[config.mk]
export PLATFORM = sky130hd
export DESIGN_NAME = pipeline_sequencer
export DESIGN_NICKNAME = d
export VERILOG_FILES = /design/src/rtl/pipeline_pkg.sv /design/src/rtl/load_use_detect.sv /design/src/rtl/pipeline_sequencer.sv
export SDC_FILE = /design/constraint.sdc
export NUM_CORES = 1
export LEC_CHECK = 0
export ABC_AREA = 1
export CORE_ASPECT_RATIO = 1.2
export CORE_UTILIZATION = 49
export DETAILED_ROUTE_END_ITERATION = 7
export PLACE_DENSITY = 0.8
export SLEW_MARGIN = 20
export SYNTH_ARGS = -nofsm -noshare
export SYNTH_HDL_FRONTEND = slang
export SYNTH_SLANG_ARGS = --single-unit
[constraint.sdc]
create_clock -name clk -period 2.4 [get_ports clk]
set_input_delay 0.36 -clock clk [delete_from_list [all_inputs] [get_ports clk]]
set_output_delay 0.36 -clock clk [all_outputs]
set_load 0.005 [all_outputs]
[src/rtl/pipeline_pkg.sv]
// Shared types and constants for the 5-stage pipeline sequencer.
package pipeline_pkg;

  localparam int unsigned REG_W = 5;
  localparam logic [31:0] NOP   = 32'h0000_0000;

  typedef enum logic [1:0] {
    RUN      = 2'd0,
    MEM_WAIT = 2'd1,
    ERROR    = 2'd2
  } seq_state_e;

endpackage

[src/rtl/load_use_detect.sv]
// Combinational load-use hazard detect: load in EX feeding an operand of the instruction in ID.
module load_use_detect
  import pipeline_pkg::*;
(
  input  logic [REG_W-1:0] id_rs,
  input  logic [REG_W-1:0] id_rt,
  input  logic             id_uses_rs,
  input  logic             id_uses_rt,
  input  logic             ex_mem_read,
  input  logic [REG_W-1:0] ex_rt,
  output logic             lu_c
);

  logic rs_hit;
  logic rt_hit;

  // $0 is hardwired, so a load targeting it never creates a dependency
  always_comb begin
    rs_hit = id_uses_rs && (id_rs == ex_rt);
    rt_hit = id_uses_rt && (id_rt == ex_rt);
    lu_c   = ex_mem_read && (ex_rt != '0) && (rs_hit || rt_hit);
  end

endmodule

[src/rtl/pipeline_sequencer.sv]
// Pipeline sequencer: memory wait FSM, stall/flush priority mux and saturating event counters.
module pipeline_sequencer
  import pipeline_pkg::*;
#(
  parameter int unsigned MEM_TIMEOUT = 15,
  parameter int unsigned WAIT_W      = 4,
  parameter int unsigned CNT_W       = 16
) (
  input  logic             clk,
  input  logic             reset,
  input  logic [REG_W-1:0] id_rs,
  input  logic [REG_W-1:0] id_rt,
  input  logic             id_uses_rs,
  input  logic             id_uses_rt,
  input  logic             id_jump,
  input  logic             ex_MemRead,
  input  logic [REG_W-1:0] ex_rt,
  input  logic             ex_branch_taken,
  input  logic             mem_MemRead,
  input  logic             mem_MemWrite,
  input  logic             mem_ack,
  output logic             pc_write,
  output logic             ifid_write,
  output logic             ifid_flush,
  output logic             idex_write,
  output logic             idex_flush,
  output logic             exmem_write,
  output logic             memwb_bubble,
  output logic             mem_req,
  output logic             mem_error,
  output logic [CNT_W-1:0] stall_count,
  output logic [CNT_W-1:0] flush_count
);

  seq_state_e        state_q, state_d;
  logic [WAIT_W-1:0] wait_cnt_q, wait_cnt_d;
  logic [CNT_W-1:0]  stall_count_q, stall_count_d;
  logic [CNT_W-1:0]  flush_count_q, flush_count_d;
  logic              mem_op;
  logic              freeze;
  logic              lu;

  load_use_detect u_lu (
    .id_rs       (id_rs),
    .id_rt       (id_rt),
    .id_uses_rs  (id_uses_rs),
    .id_uses_rt  (id_uses_rt),
    .ex_mem_read (ex_MemRead),
    .ex_rt       (ex_rt),
    .lu_c        (lu)
  );

  assign mem_op = mem_MemRead | mem_MemWrite;

  // Memory handshake FSM; freeze marks cycles where no pipe register may move
  always_comb begin
    state_d    = state_q;
    wait_cnt_d = wait_cnt_q;
    freeze     = 1'b0;
    mem_req    = 1'b0;
    case (state_q)
      RUN: begin
        mem_req = mem_op;
        if (mem_op && !mem_ack) begin
          state_d    = MEM_WAIT;
          wait_cnt_d = WAIT_W'(1);
          freeze     = 1'b1;
        end
      end
      MEM_WAIT: begin
        mem_req = 1'b1;
        if (mem_ack) begin
          state_d    = RUN;
          wait_cnt_d = '0;
        end else begin
          freeze = 1'b1;
          if (wait_cnt_q == WAIT_W'(MEM_TIMEOUT)) begin
            state_d = ERROR;
          end else begin
            wait_cnt_d = wait_cnt_q + WAIT_W'(1);
          end
        end
      end
      ERROR: begin
        freeze = 1'b1;
      end
      default: begin
        state_d    = RUN;
        wait_cnt_d = '0;
      end
    endcase
    if (reset) begin
      mem_req = 1'b0;
    end
  end

  // Priority: reset > freeze > branch taken > load-use > jump > advance
  always_comb begin
    pc_write     = 1'b1;
    ifid_write   = 1'b1;
    ifid_flush   = 1'b0;
    idex_write   = 1'b1;
    idex_flush   = 1'b0;
    exmem_write  = 1'b1;
    memwb_bubble = 1'b0;
    if (reset) begin
      pc_write     = 1'b0;
      ifid_write   = 1'b0;
      idex_write   = 1'b0;
      exmem_write  = 1'b0;
      ifid_flush   = 1'b1;
      idex_flush   = 1'b1;
      memwb_bubble = 1'b1;
    end else if (freeze) begin
      pc_write     = 1'b0;
      ifid_write   = 1'b0;
      idex_write   = 1'b0;
      exmem_write  = 1'b0;
      memwb_bubble = 1'b1;
    end else if (ex_branch_taken) begin
      ifid_flush = 1'b1;
      idex_flush = 1'b1;
    end else if (lu) begin
      pc_write   = 1'b0;
      ifid_write = 1'b0;
      idex_flush = 1'b1;
    end else if (id_jump) begin
      ifid_flush = 1'b1;
    end
  end

  always_comb begin
    stall_count_d = stall_count_q;
    flush_count_d = flush_count_q;
    if (!pc_write && (stall_count_q != '1)) begin
      stall_count_d = stall_count_q + CNT_W'(1);
    end
    if (ifid_flush && (flush_count_q != '1)) begin
      flush_count_d = flush_count_q + CNT_W'(1);
    end
  end

  always_ff @(posedge clk or posedge reset) begin
    if (reset) begin
      state_q       <= RUN;
      wait_cnt_q    <= '0;
      stall_count_q <= '0;
      flush_count_q <= '0;
    end else begin
      state_q       <= state_d;
      wait_cnt_q    <= wait_cnt_d;
      stall_count_q <= stall_count_d;
      flush_count_q <= flush_count_d;
    end
  end

  assign mem_error   = (state_q == ERROR);
  assign stall_count = stall_count_q;
  assign flush_count = flush_count_q;

endmodule

# [After elaboration in Yosys (flattened, before gate mapping)]
# Index checks and enable logic that the tools add are counted.
[totals] wordCells=63 out_inout_bits=41 regBits=38 input_bits=25
[classes] eq_ne=10 reduce_logical=14 n_bitwise=2 n_mux=30 add_sub_neg=3
[op_table] op="adder 16 x 1 -> 16 bit (second input constant)" count=2
[op_table] op="inequality test 16 bit (second input constant)" count=2
[op_table] op="two-way mux 1 bit" count=20
[op_table] op="two-way mux 4 bit" count=3
[op_table] op="case mux 4 bit (3 select lines)" count=1
[op_table] op="equality test 5 bit" count=2
[op_table] op="logical AND 1 bit" count=7
[op_table] op="two-way mux 2 bit" count=3
[op_table] op="inequality test 3 bit (second input constant)" count=2
[op_table] op="case mux 2 bit (3 select lines)" count=1
[op_table] op="AND reduction 3 bit" count=2
[op_table] op="nonzero test 5 bit" count=1
[op_table] op="adder 4 x 1 -> 4 bit (second input constant)" count=1
[op_table] op="equality test 4 bit (second input constant)" count=1
[op_table] op="case mux 1 bit (3 select lines)" count=1
[op_table] op="equality test 2 x 1 -> 1 bit (second input constant)" count=1
[op_table] op="equality test 2 bit (second input constant)" count=1
[op_table] op="zero test 1 bit" count=2
[op_table] op="zero test 2 bit" count=1
[op_table] op="inequality test 2 bit (second input constant)" count=1
[op_table] op="case mux 1 bit (2 select lines)" count=1
[op_table] op="logical OR 1 bit" count=1
[op_table] op="NOT 1 bit" count=1
[op_table] op="OR 1 bit" count=1

# [Logic depth before layout (Yosys ltp)]
# Gate-level depths: netlist of the first run.
[depth] ltp_word=10 ltp_mapped=13

# [Cells and area by module]
# Synthesis of the first run repeated with hierarchy kept, for this count alone.
[unflattened] cells_unflattened=419 area_unflattened_um2=2670.1
[modules_own_cells] mod="pipeline_sequencer" area_each_um2=2453.6 n_inst=1 cells_each=364 seq_area_each_um2=950.9
[modules_own_cells] mod="load_use_detect" area_each_um2=216.5 n_inst=1 cells_each=55 seq_area_each_um2=0.0

# [Least setup slack after synthesis of the first run]
# No wires, ideal clock.
[synth_timing] kind="input to output" from="input reset" to="output ifid_flush" required_time_ps=2040 arrival_ps=1653 stages=3 slack_ps=387 path_cell_list="inv_1 nand2_1 buf_2"
[synth_via] elab_chain_len=1
[synth_lines] element="start, declared" line_no="pipeline_sequencer.sv:10" rtl="input logic reset,"
[synth_lines] element="two-way mux 1 bit" line_no="pipeline_sequencer.sv:106" rtl="if (reset) begin"
[synth_lines] element="end, declared" line_no="pipeline_sequencer.sv:24" rtl="output logic ifid_flush,"
# No other way between the ends.

# [Worst setup path in the final report of the first run]
[layout_timing] from="input mem_MemWrite" to="output exmem_write"
[layout_via] elab_chain_len=6
[layout_lines] element="start, declared" line_no="pipeline_sequencer.sv:20" rtl="input logic mem_MemWrite,"
[layout_lines] element="OR 1 bit" line_no="pipeline_sequencer.sv:53" rtl="assign mem_op = mem_MemRead | mem_MemWrite;"
[layout_lines] element="logical AND 1 bit" line_no="pipeline_sequencer.sv:64" rtl="if (mem_op && !mem_ack) begin"
[layout_lines] element="two-way mux 1 bit" line_no="pipeline_sequencer.sv:64"
[layout_lines] element="case mux 1 bit (3 select lines)" line_no="pipeline_sequencer.sv:61" rtl="case (state_q)"
[layout_lines] element="two-way mux 1 bit" line_no="pipeline_sequencer.sv:114" rtl="end else if (freeze) begin"
[layout_lines] element="two-way mux 1 bit" line_no="pipeline_sequencer.sv:106"
[layout_lines] element="end, declared" line_no="pipeline_sequencer.sv:27" rtl="output logic exmem_write,"
# No other way between the ends.

==> impl_metrics.xml, run 1 <==
<?xml version="1.0" encoding="UTF-8"?>
<metrics>
  <group name="grt">
    <metric name="grt_overflow_total" unit="">0</metric>
    <metric name="pin_count_of_the_biggest_net_entering_global_routing" unit="">28</metric>
    <metric name="first_pass_grt_wire_length" unit="mm">9.880</metric>
    <metric name="grt_overall_usage" unit="%">23.55</metric>
    <metric name="vias_in_the_first_global_route" unit="">2325</metric>
    <metric name="grt_antenna_before_repair" unit="">0</metric>
  </group>
  <group name="setup_path">
    <metric name="critPathMaxFanout" unit="">3</metric>
    <metric name="timing.critical_path.arrival" unit="ps">1950</metric>
    <metric name="regToRegStartpoint" unit="">flush_count[0]$_DFFE_PP0P_</metric>
    <metric name="cp-endpoint" unit="">exmem_write</metric>
    <metric name="worst_setup_path_start_kind" unit="">input port</metric>
    <metric name="worst_r2r_path_depth" unit="">9</metric>
    <metric name="setup.worst_path.end_class" unit="">output port</metric>
    <metric name="setup_slack_of_the_worst_register_to_register_path" unit="ps">510</metric>
    <metric name="timing_worst_setup_path_type" unit="">in -&gt; out</metric>
    <metric name="worstSetupStartpoint" unit="">mem_MemWrite</metric>
    <metric name="cp.required" unit="ps">2040</metric>
    <metric name="worst_r2r_endpoint" unit="">flush_count[3]$_DFFE_PP0P_</metric>
  </group>
  <group name="synth">
    <metric name="netlist-cell-type-count" unit="">28</metric>
    <metric name="post_synth_and_or_nand_nor_area_fraction" unit="%">41.44</metric>
    <metric name="yosys_most_used_dff" unit="">sky130_fd_sc_hd__dfrtp_1</metric>
    <metric name="synth.top_cell.area_share" unit="%">36.96</metric>
    <metric name="synth_compound_area_share" unit="%">2.918</metric>
    <metric name="synth.area.top_cells" unit="">sky130_fd_sc_hd__dfrtp_1 37%, sky130_fd_sc_hd__nand2_1 19%, sky130_fd_sc_hd__nand3_1 8.8%</metric>
    <metric name="share_of_synthesized_cell_area_in_full_adder_half_adder_and_majority_cells" unit="%">1.459</metric>
    <metric name="synth_nets" unit="">400</metric>
    <metric name="syn-mean-instance-area" unit="µm²">6.915</metric>
    <metric name="synth.mux.area_fraction" unit="%">0</metric>
    <metric name="ys_seq_elements" unit="">38</metric>
    <metric name="share_of_the_yosys_chip_area_belonging_to_registers" unit="%">36.96</metric>
    <metric name="synth_edf_count" unit="">0</metric>
    <metric name="netlist_top_cells_count" unit="">130 x sky130_fd_sc_hd__nand2_1, 45 x sky130_fd_sc_hd__nand3_1, 44 x sky130_fd_sc_hd__inv_1</metric>
    <metric name="dominant_combinational_cell_family_by_area_after_synthesis" unit="">simple AND/OR/NAND/NOR gates</metric>
    <metric name="netlist.top_cell.by_area" unit="">sky130_fd_sc_hd__dfrtp_1</metric>
    <metric name="syn_area" unit="µm²">2572</metric>
    <metric name="synthArstFlopShare" unit="%">100.0</metric>
    <metric name="synthXorXnorAreaFrac" unit="%">7.490</metric>
    <metric name="synth_warnings" unit="">0</metric>
    <metric name="synthesis.instances" unit="">372</metric>
    <metric name="leading_cell_type_by_number_of_instances_after_synthesis" unit="">sky130_fd_sc_hd__nand2_1</metric>
  </group>
  <group name="clock_tree">
    <metric name="cts-buffers-inserted" unit="">5</metric>
    <metric name="cts_tree" unit="">done</metric>
    <metric name="cts.sink_count" unit="">38</metric>
    <metric name="post_cts_setup_buffers" unit="">0</metric>
    <metric name="ctsRootBufferMaster" unit="">sky130_fd_sc_hd__clkbuf_8</metric>
    <metric name="post_cts_hold_buffer_count" unit="">0</metric>
    <metric name="cts_buffer_depth" unit="">2</metric>
    <metric name="htree_num_levels" unit="">2</metric>
    <metric name="path_clk_slew" unit="ps">70</metric>
    <metric name="clkLatencyLatePin" unit="ps">290</metric>
  </group>
  <group name="final_layout">
    <metric name="fin_cells" unit="">504</metric>
    <metric name="drive_gt1_share" unit="%">8.784</metric>
    <metric name="multi_input_area" unit="µm²">1390</metric>
    <metric name="layout.filler_cells" unit="">431</metric>
    <metric name="insertedDiodeCount" unit="">0</metric>
    <metric name="synthToLayoutAreaGrowth" unit="%">33.51</metric>
    <metric name="post-route-util" unit="%">69.04</metric>
    <metric name="sequential_cell_area" unit="µm²">950.9</metric>
    <metric name="net_count_reported_at_finish" unit="">471</metric>
  </group>
  <group name="sta">
    <metric name="timing.max_slew.rel_slack" unit="%">75.41</metric>
    <metric name="final-hold-violation-count" unit="">0</metric>
    <metric name="max_clock_freq" unit="GHz">0.4321</metric>
    <metric name="timing.final.max_slew_violations" unit="">0</metric>
    <metric name="timing.final.crit_period" unit="ps">2314</metric>
    <metric name="final_min_period_over_clock_period" unit="%">96.42</metric>
    <metric name="timing.clock.skew" unit="ps">12.24</metric>
    <metric name="timing_worst_slew_pin_value" unit="ps">365.6</metric>
    <metric name="hold_slack" unit="ps">539.5</metric>
    <metric name="setup_viol" unit="">0</metric>
    <metric name="setup_repair_after_global_routing_missed_its_margin" unit="">no</metric>
    <metric name="final_critical_path_setup_slack" unit="ps">85.97</metric>
  </group>
  <group name="floorplanning">
    <metric name="row_cnt" unit="">28</metric>
    <metric name="coreArea" unit="µm²">4975</metric>
    <metric name="initial_core_util" unit="%">51.71</metric>
    <metric name="num_io_pins" unit="">66</metric>
    <metric name="die-height" unit="µm">81.37</metric>
    <metric name="fp.dieArea" unit="µm²">5545</metric>
    <metric name="die-width" unit="µm">68.15</metric>
  </group>
  <group name="route">
    <metric name="drtPass1Iterations" unit="">4</metric>
    <metric name="routed-via-count" unit="">2529</metric>
    <metric name="post_drt_via_cell_ratio" unit="">5.018</metric>
    <metric name="drt_wl_total" unit="mm">6.044</metric>
    <metric name="first_iter_violations" unit="">119</metric>
    <metric name="avgRoutedWirePerCell" unit="µm">11.99</metric>
    <metric name="detail-route-antenna-nets" unit="">0</metric>
    <metric name="drc" unit="">0</metric>
  </group>
  <group name="placed_design">
    <metric name="dp_worst_setup_slack" unit="ps">-60.95</metric>
    <metric name="dpl.cell_count" unit="">496</metric>
    <metric name="dp_hpwl" unit="mm">4.740</metric>
    <metric name="io_buffer_count" unit="">65</metric>
    <metric name="place_congestion" unit="">0.9346</metric>
  </group>
  <group name="power_and_ir_drop">
    <metric name="irDropWorstVdd" unit="mV">0.3348</metric>
    <metric name="power_density" unit="nW/µm²">450.1</metric>
    <metric name="power.static_leakage" unit="µW">0.001730</metric>
  </group>
  <group name="flow_run">
    <metric name="max_cap_viol_count" unit="">0</metric>
  </group>
  <group name="hold_path">
    <metric name="holdPathStages" unit="">2</metric>
    <metric name="timing.hold.worst.class" unit="">reg -&gt; reg</metric>
  </group>
  <group name="run_status">
    <metric name="run_status" unit="">complete, no violations</metric>
  </group>
</metrics>
per-layer routing:
layer / track usage (%) / up-vias / part of all wire [%]
met5: 0 / - / 0
met4: 9.167 / 0 / 2.2
met3: 4.213 / 12 / 2.4
met2: 43.04 / 46 / 54
met1: 26.23 / 1160 / 42
li1: - / 1311 / -
worst min-delay path by stage:
stage | startpoint | to | slack [ps]
2_1_floorplan | wait_cnt_q[1]$_DFFE_PP0P_ | wait_cnt_q[1]$_DFFE_PP0P_ | 480
3_3_place_gp | wait_cnt_q[1]$_DFFE_PP0P_ | wait_cnt_q[1]$_DFFE_PP0P_ | 500
3_5_place_dp | wait_cnt_q[1]$_DFFE_PP0P_ | wait_cnt_q[1]$_DFFE_PP0P_ | 520
4_1_cts | reset | flush_count[15]$_DFFE_PP0P_ | 540
5_1_grt | wait_cnt_q[1]$_DFFE_PP0P_ | wait_cnt_q[1]$_DFFE_PP0P_ | 550
6_report | wait_cnt_q[1]$_DFFE_PP0P_ | wait_cnt_q[1]$_DFFE_PP0P_ | 540
critical path: stages:
cell and delay (ps):
sky130_fd_sc_hd__clkdlybuf4s50_1 390, sky130_fd_sc_hd__or2_1 260, sky130_fd_sc_hd__nor2_2 120, sky130_fd_sc_hd__o21ai_2 90, sky130_fd_sc_hd__nor2_4 120, sky130_fd_sc_hd__buf_6 120, sky130_fd_sc_hd__clkdlybuf4s50_1 490
power by group:
part,leakage (µW),switching (µW),internal [µW]
logic,0.00117,126,155
registers,0.000505,50.5,675
clock network,0.0000579,232,306
total,0.00173,409,1140
area by class of cell:
class	count	share of cell area, %
clock buffer	5	2.004
multi-input combinational	276	40.47
clock inverter	3	1.166
inverter	48	5.246
timing repair buffer	74	21.24
tap	60	2.186
sequential	38	27.69
placed cells by master, fill, tap and decap left out, types with 3 or more instances in the layout:
cell type                         instances
sky130_fd_sc_hd__nand2_1                128
sky130_fd_sc_hd__clkdlybuf4s50_1         59
sky130_fd_sc_hd__inv_1                   44
sky130_fd_sc_hd__nand3_1                 44
sky130_fd_sc_hd__dfrtp_1                 38
sky130_fd_sc_hd__nor2_1                  23
sky130_fd_sc_hd__xor2_1                  14
sky130_fd_sc_hd__nor3_1                  13
sky130_fd_sc_hd__xnor2_1                  8
sky130_fd_sc_hd__buf_4                    8
sky130_fd_sc_hd__nand4_1                  6
sky130_fd_sc_hd__o21ai_0                  6
sky130_fd_sc_hd__nand2_2                  5
sky130_fd_sc_hd__o21ai_1                  5
sky130_fd_sc_hd__clkbuf_8                 5
sky130_fd_sc_hd__inv_2                    4
sky130_fd_sc_hd__nor2_2                   4
sky130_fd_sc_hd__dlymetal6s2s_1           4
sky130_fd_sc_hd__nand3_2                  3
sky130_fd_sc_hd__a21oi_1                  3
sky130_fd_sc_hd__ha_1                     3
state kept, by name, summed over array words and instances, names as in the netlist:
signal       cells
wait_cnt_q       4
flush_count     16
stall_count     16
state_q          2
timing repair:
action / CTS / global route
pin swaps: 3 / 1
setup endpoints to repair: 4 / 6
resized for setup: 5 / 8
cells by family (layout without fill, tap and decap cells):
kind of cell / count (synthesis) / in the layout
buffers and inverters: 58 / 130
adders and majority gates: 3 / 3
xor gates and xnor gates: 22 / 22
AOI/OAI and AO/OA: 15 / 15
DFF: 38 / 38
and+or+nand+nor: 236 / 236
through the flow:
step | power [µW] | cell area, µm² | setup TNS [ps]
5_1_grt | 1628 | 3435 | 0
2_1_floorplan | 863.4 | 2572 | 0
3_3_place_gp | 1009 | 3296 | -38.47
3_5_place_dp | 1021 | 3296 | -164.6
4_1_cts | 1559 | 3413 | -7.298
6_report | 1546 | 3435 | 0
No activity file was read; power rests on OpenSTA's default activity.
==> run 2: changes to the inputs <==
--- a/config.mk
+++ b/config.mk
@@ -7,10 +7,13 @@
 export LEC_CHECK = 0
 export ABC_AREA = 1
 export CORE_ASPECT_RATIO = 1.2
-export CORE_UTILIZATION = 49
+export CORE_UTILIZATION = 51
+export CTS_BUF_LIST = sky130_fd_sc_hd__clkbuf_4
 export DETAILED_ROUTE_END_ITERATION = 7
-export PLACE_DENSITY = 0.8
+export HOLD_SLACK_MARGIN = 0.05
+export PLACE_DENSITY = 0.83
 export SLEW_MARGIN = 20
 export SYNTH_ARGS = -nofsm -noshare
 export SYNTH_HDL_FRONTEND = slang
 export SYNTH_SLANG_ARGS = --single-unit
+export TNS_END_PERCENT = 20
==> impl_metrics.xml, run 2 (same netlist as run 1, synthesis figures left out) <==
<?xml version="1.0" encoding="UTF-8"?>
<metrics>
  <group name="setup_path">
    <metric name="timing.critical_path.arrival" unit="ps">2020</metric>
    <metric name="critPathBufInv" unit="">4</metric>
    <metric name="critPathMaxStageDelay" unit="ps">470</metric>
    <metric name="worst_setup_path_start_kind" unit="">input port</metric>
    <metric name="crit_family" unit="">buffers and inverters</metric>
    <metric name="cp_cell_sequence" unit="">clkdlybuf4s50_1 -&gt; inv_1 -&gt; nand2_1 -&gt; nand2_1 -&gt; nor2_1 -&gt; nand3_1 -&gt; nand2_1 -&gt; nand3_1 -&gt; nand2_2 -&gt; inv_1 -&gt; clkdlybuf4s50_1</metric>
    <metric name="regToRegStartpoint" unit="">stall_count[0]$_DFFE_PP0P_</metric>
    <metric name="setup.worst_path.end_class" unit="">output port</metric>
    <metric name="critPathSlowestCell" unit="">sky130_fd_sc_hd__clkdlybuf4s50_1</metric>
    <metric name="cp.required" unit="ps">2040</metric>
    <metric name="timing_worst_setup_path_type" unit="">in -&gt; out</metric>
    <metric name="worstSetupStartpoint" unit="">ex_rt[2]</metric>
    <metric name="critPathMaxFanout" unit="">4</metric>
    <metric name="worst_path_most_repeated_cell" unit="">sky130_fd_sc_hd__nand2_1</metric>
  </group>
  <group name="power_and_ir_drop">
    <metric name="power.static_leakage" unit="µW">0.001697</metric>
    <metric name="pwr-share-comb" unit="%">20.9</metric>
    <metric name="switching_power" unit="µW">381.2</metric>
    <metric name="clockPowerShare" unit="%">23.9</metric>
    <metric name="seq_power_share" unit="%">55.2</metric>
    <metric name="power_switching_share" unit="%">28.95</metric>
    <metric name="power_report.internal_total" unit="µW">935.5</metric>
    <metric name="power_density" unit="nW/µm²">392.5</metric>
    <metric name="irDropWorstVdd" unit="mV">0.3172</metric>
  </group>
  <group name="floorplanning">
    <metric name="num_io_pins" unit="">66</metric>
    <metric name="die-width" unit="µm">66.84</metric>
    <metric name="coreArea" unit="µm²">4730</metric>
    <metric name="die-height" unit="µm">79.80</metric>
    <metric name="initial_core_util" unit="%">54.39</metric>
    <metric name="fp.dieArea" unit="µm²">5333</metric>
    <metric name="row_cnt" unit="">27</metric>
  </group>
  <group name="grt">
    <metric name="pin_count_of_the_biggest_net_entering_global_routing" unit="">32</metric>
    <metric name="grt_overall_usage" unit="%">24.10</metric>
    <metric name="vias_in_the_first_global_route" unit="">2349</metric>
    <metric name="grt_overflow_total" unit="">0</metric>
    <metric name="grt_antenna_before_repair" unit="">0</metric>
    <metric name="first_pass_grt_wire_length" unit="mm">9.901</metric>
  </group>
  <group name="placed_design">
    <metric name="dp_hpwl" unit="mm">4.596</metric>
    <metric name="io_buffer_count" unit="">65</metric>
    <metric name="placement.cell_area" unit="µm²">3278</metric>
    <metric name="place_congestion" unit="">0.8767</metric>
  </group>
  <group name="clock_tree">
    <metric name="cts_tree" unit="">done</metric>
    <metric name="post_cts_hold_buffer_count" unit="">0</metric>
    <metric name="ctsRootBufferMaster" unit="">sky130_fd_sc_hd__clkbuf_4</metric>
    <metric name="cts.sink_count" unit="">38</metric>
    <metric name="cts_buffer_depth" unit="">2</metric>
    <metric name="htree_num_levels" unit="">2</metric>
    <metric name="cts-buffers-inserted" unit="">5</metric>
    <metric name="clkLatencyLatePin" unit="ps">340</metric>
    <metric name="path_clk_slew" unit="ps">120</metric>
  </group>
  <group name="sta">
    <metric name="timing.final.crit_period" unit="ps">2376</metric>
    <metric name="final-hold-violation-count" unit="">0</metric>
    <metric name="final_min_period_over_clock_period" unit="%">98.99</metric>
    <metric name="timing.max_slew.rel_slack" unit="%">73.85</metric>
    <metric name="setup_viol" unit="">0</metric>
    <metric name="setup_repair_after_global_routing_missed_its_margin" unit="">yes</metric>
    <metric name="timing_worst_slew_pin_value" unit="ps">392.3</metric>
    <metric name="timing.final.max_slew_violations" unit="">0</metric>
    <metric name="max_clock_freq" unit="GHz">0.4209</metric>
    <metric name="timing.setup.tns" unit="ps">0</metric>
    <metric name="timing.clock.skew" unit="ps">18.27</metric>
  </group>
  <group name="final_layout">
    <metric name="insertedDiodeCount" unit="">0</metric>
    <metric name="synthToLayoutAreaGrowth" unit="%">30.40</metric>
    <metric name="drive_gt1_share" unit="%">7.901</metric>
    <metric name="leading_cell_type_in_the_layout_fill_and_taps_excluded" unit="">sky130_fd_sc_hd__nand2_1</metric>
    <metric name="net_count_reported_at_finish" unit="">470</metric>
    <metric name="stdcell_area" unit="µm²">3354</metric>
    <metric name="commonest_cells_after_routing_fill_and_taps_aside" unit="">129 x sky130_fd_sc_hd__nand2_1, 59 x sky130_fd_sc_hd__clkdlybuf4s50_1, 45 x sky130_fd_sc_hd__nand3_1, 44 x sky130_fd_sc_hd__inv_1, 38 x sky130_fd_sc_hd__dfrtp_1</metric>
  </group>
  <group name="route">
    <metric name="detail-route-antenna-nets" unit="">0</metric>
    <metric name="first_iter_violations" unit="">140</metric>
    <metric name="drc" unit="">0</metric>
    <metric name="post_drt_via_cell_ratio" unit="">5.136</metric>
    <metric name="avgRoutedWirePerCell" unit="µm">11.80</metric>
    <metric name="drt_wl_total" unit="mm">5.910</metric>
    <metric name="routed-via-count" unit="">2573</metric>
    <metric name="drtPass1Iterations" unit="">4</metric>
  </group>
  <group name="run_status">
    <metric name="run_status" unit="">complete, no violations</metric>
  </group>
  <group name="flow_run">
    <metric name="max_cap_viol_count" unit="">0</metric>
  </group>
  <group name="hold_path">
    <metric name="timing.hold.worst.class" unit="">in -&gt; async</metric>
  </group>
</metrics>
run 2: metrics by stage:
step           std cells  power, µW  setup slack, ps  hold slack, ps  util, %
3_5_place_dp         492       1016           -36.02           515.5    69.31
2_1_floorplan        372      863.4            387.4           479.0        -
3_3_place_gp         492       1006           -11.67           496.9    69.31
4_1_cts              500       1327           -8.526           411.9    70.32
5_1_grt              501       1397           -103.9           445.6    70.93
6_report             501       1317            24.31           417.5    70.93
run 2: path summary, 6_finish.rpt:
path | end | slack [ps] | cells past startpoint
max | pc_write | 20 | 11
min | stall_count[0]$_DFFE_PP0P_ | 420 | 3
max reg2reg | stall_count[5]$_DFFE_PP0P_ | 510 | 9
min reg2reg | wait_cnt_q[1]$_DFFE_PP0P_ | 530 | 2
max in group asynchronous | flush_count[14]$_DFFE_PP0P_ | 1560 | 3
min in group clk | wait_cnt_q[1]$_DFFE_PP0P_ | 530 | 2
run 2: per-layer routing:
layer | up-vias | GRT usage, % | wire (µm)
li1 | 1315 | - | -
met1 | 1183 | 26.59 | 2483
met2 | 69 | 45.05 | 3139
met3 | 6 | 4.429 | 226
met4 | 0 | 7.872 | 61
met5 | - | 0 | 0
run 2: power groups by stage:
stage | clock [µW] | combinational (µW) | sequential (µW)
after floorplan | 0 | 131 | 732
after global placement | 0 | 268 | 738
after detailed placement | 0 | 277 | 740
after CTS | 324 | 275 | 727
after global routing | 355 | 308 | 735
final | 315 | 275 | 727
run 2: tightest hold or removal path, stage by stage:
cell and delay (ps):
sky130_fd_sc_hd__clkdlybuf4s50_1 450, sky130_fd_sc_hd__inv_1 120, sky130_fd_sc_hd__buf_4 180
run 2: final cells by class:
cell class	instances	area, µm²
clock buffer	5	37.54
multi-input combinational	276	1388
clock inverter	3	11.26
fill	420	1375
timing repair buffer	73	714.4
sequential	38	950.9
tap	58	72.57
inverter	48	180.2
run 2: timing repair:
action | in CTS | in global routing
endpoints found under the setup margin | 4 | 5
buffers inserted | 0 | 1
pin swaps | 0 | 3
gates resized for setup | 4 | 7
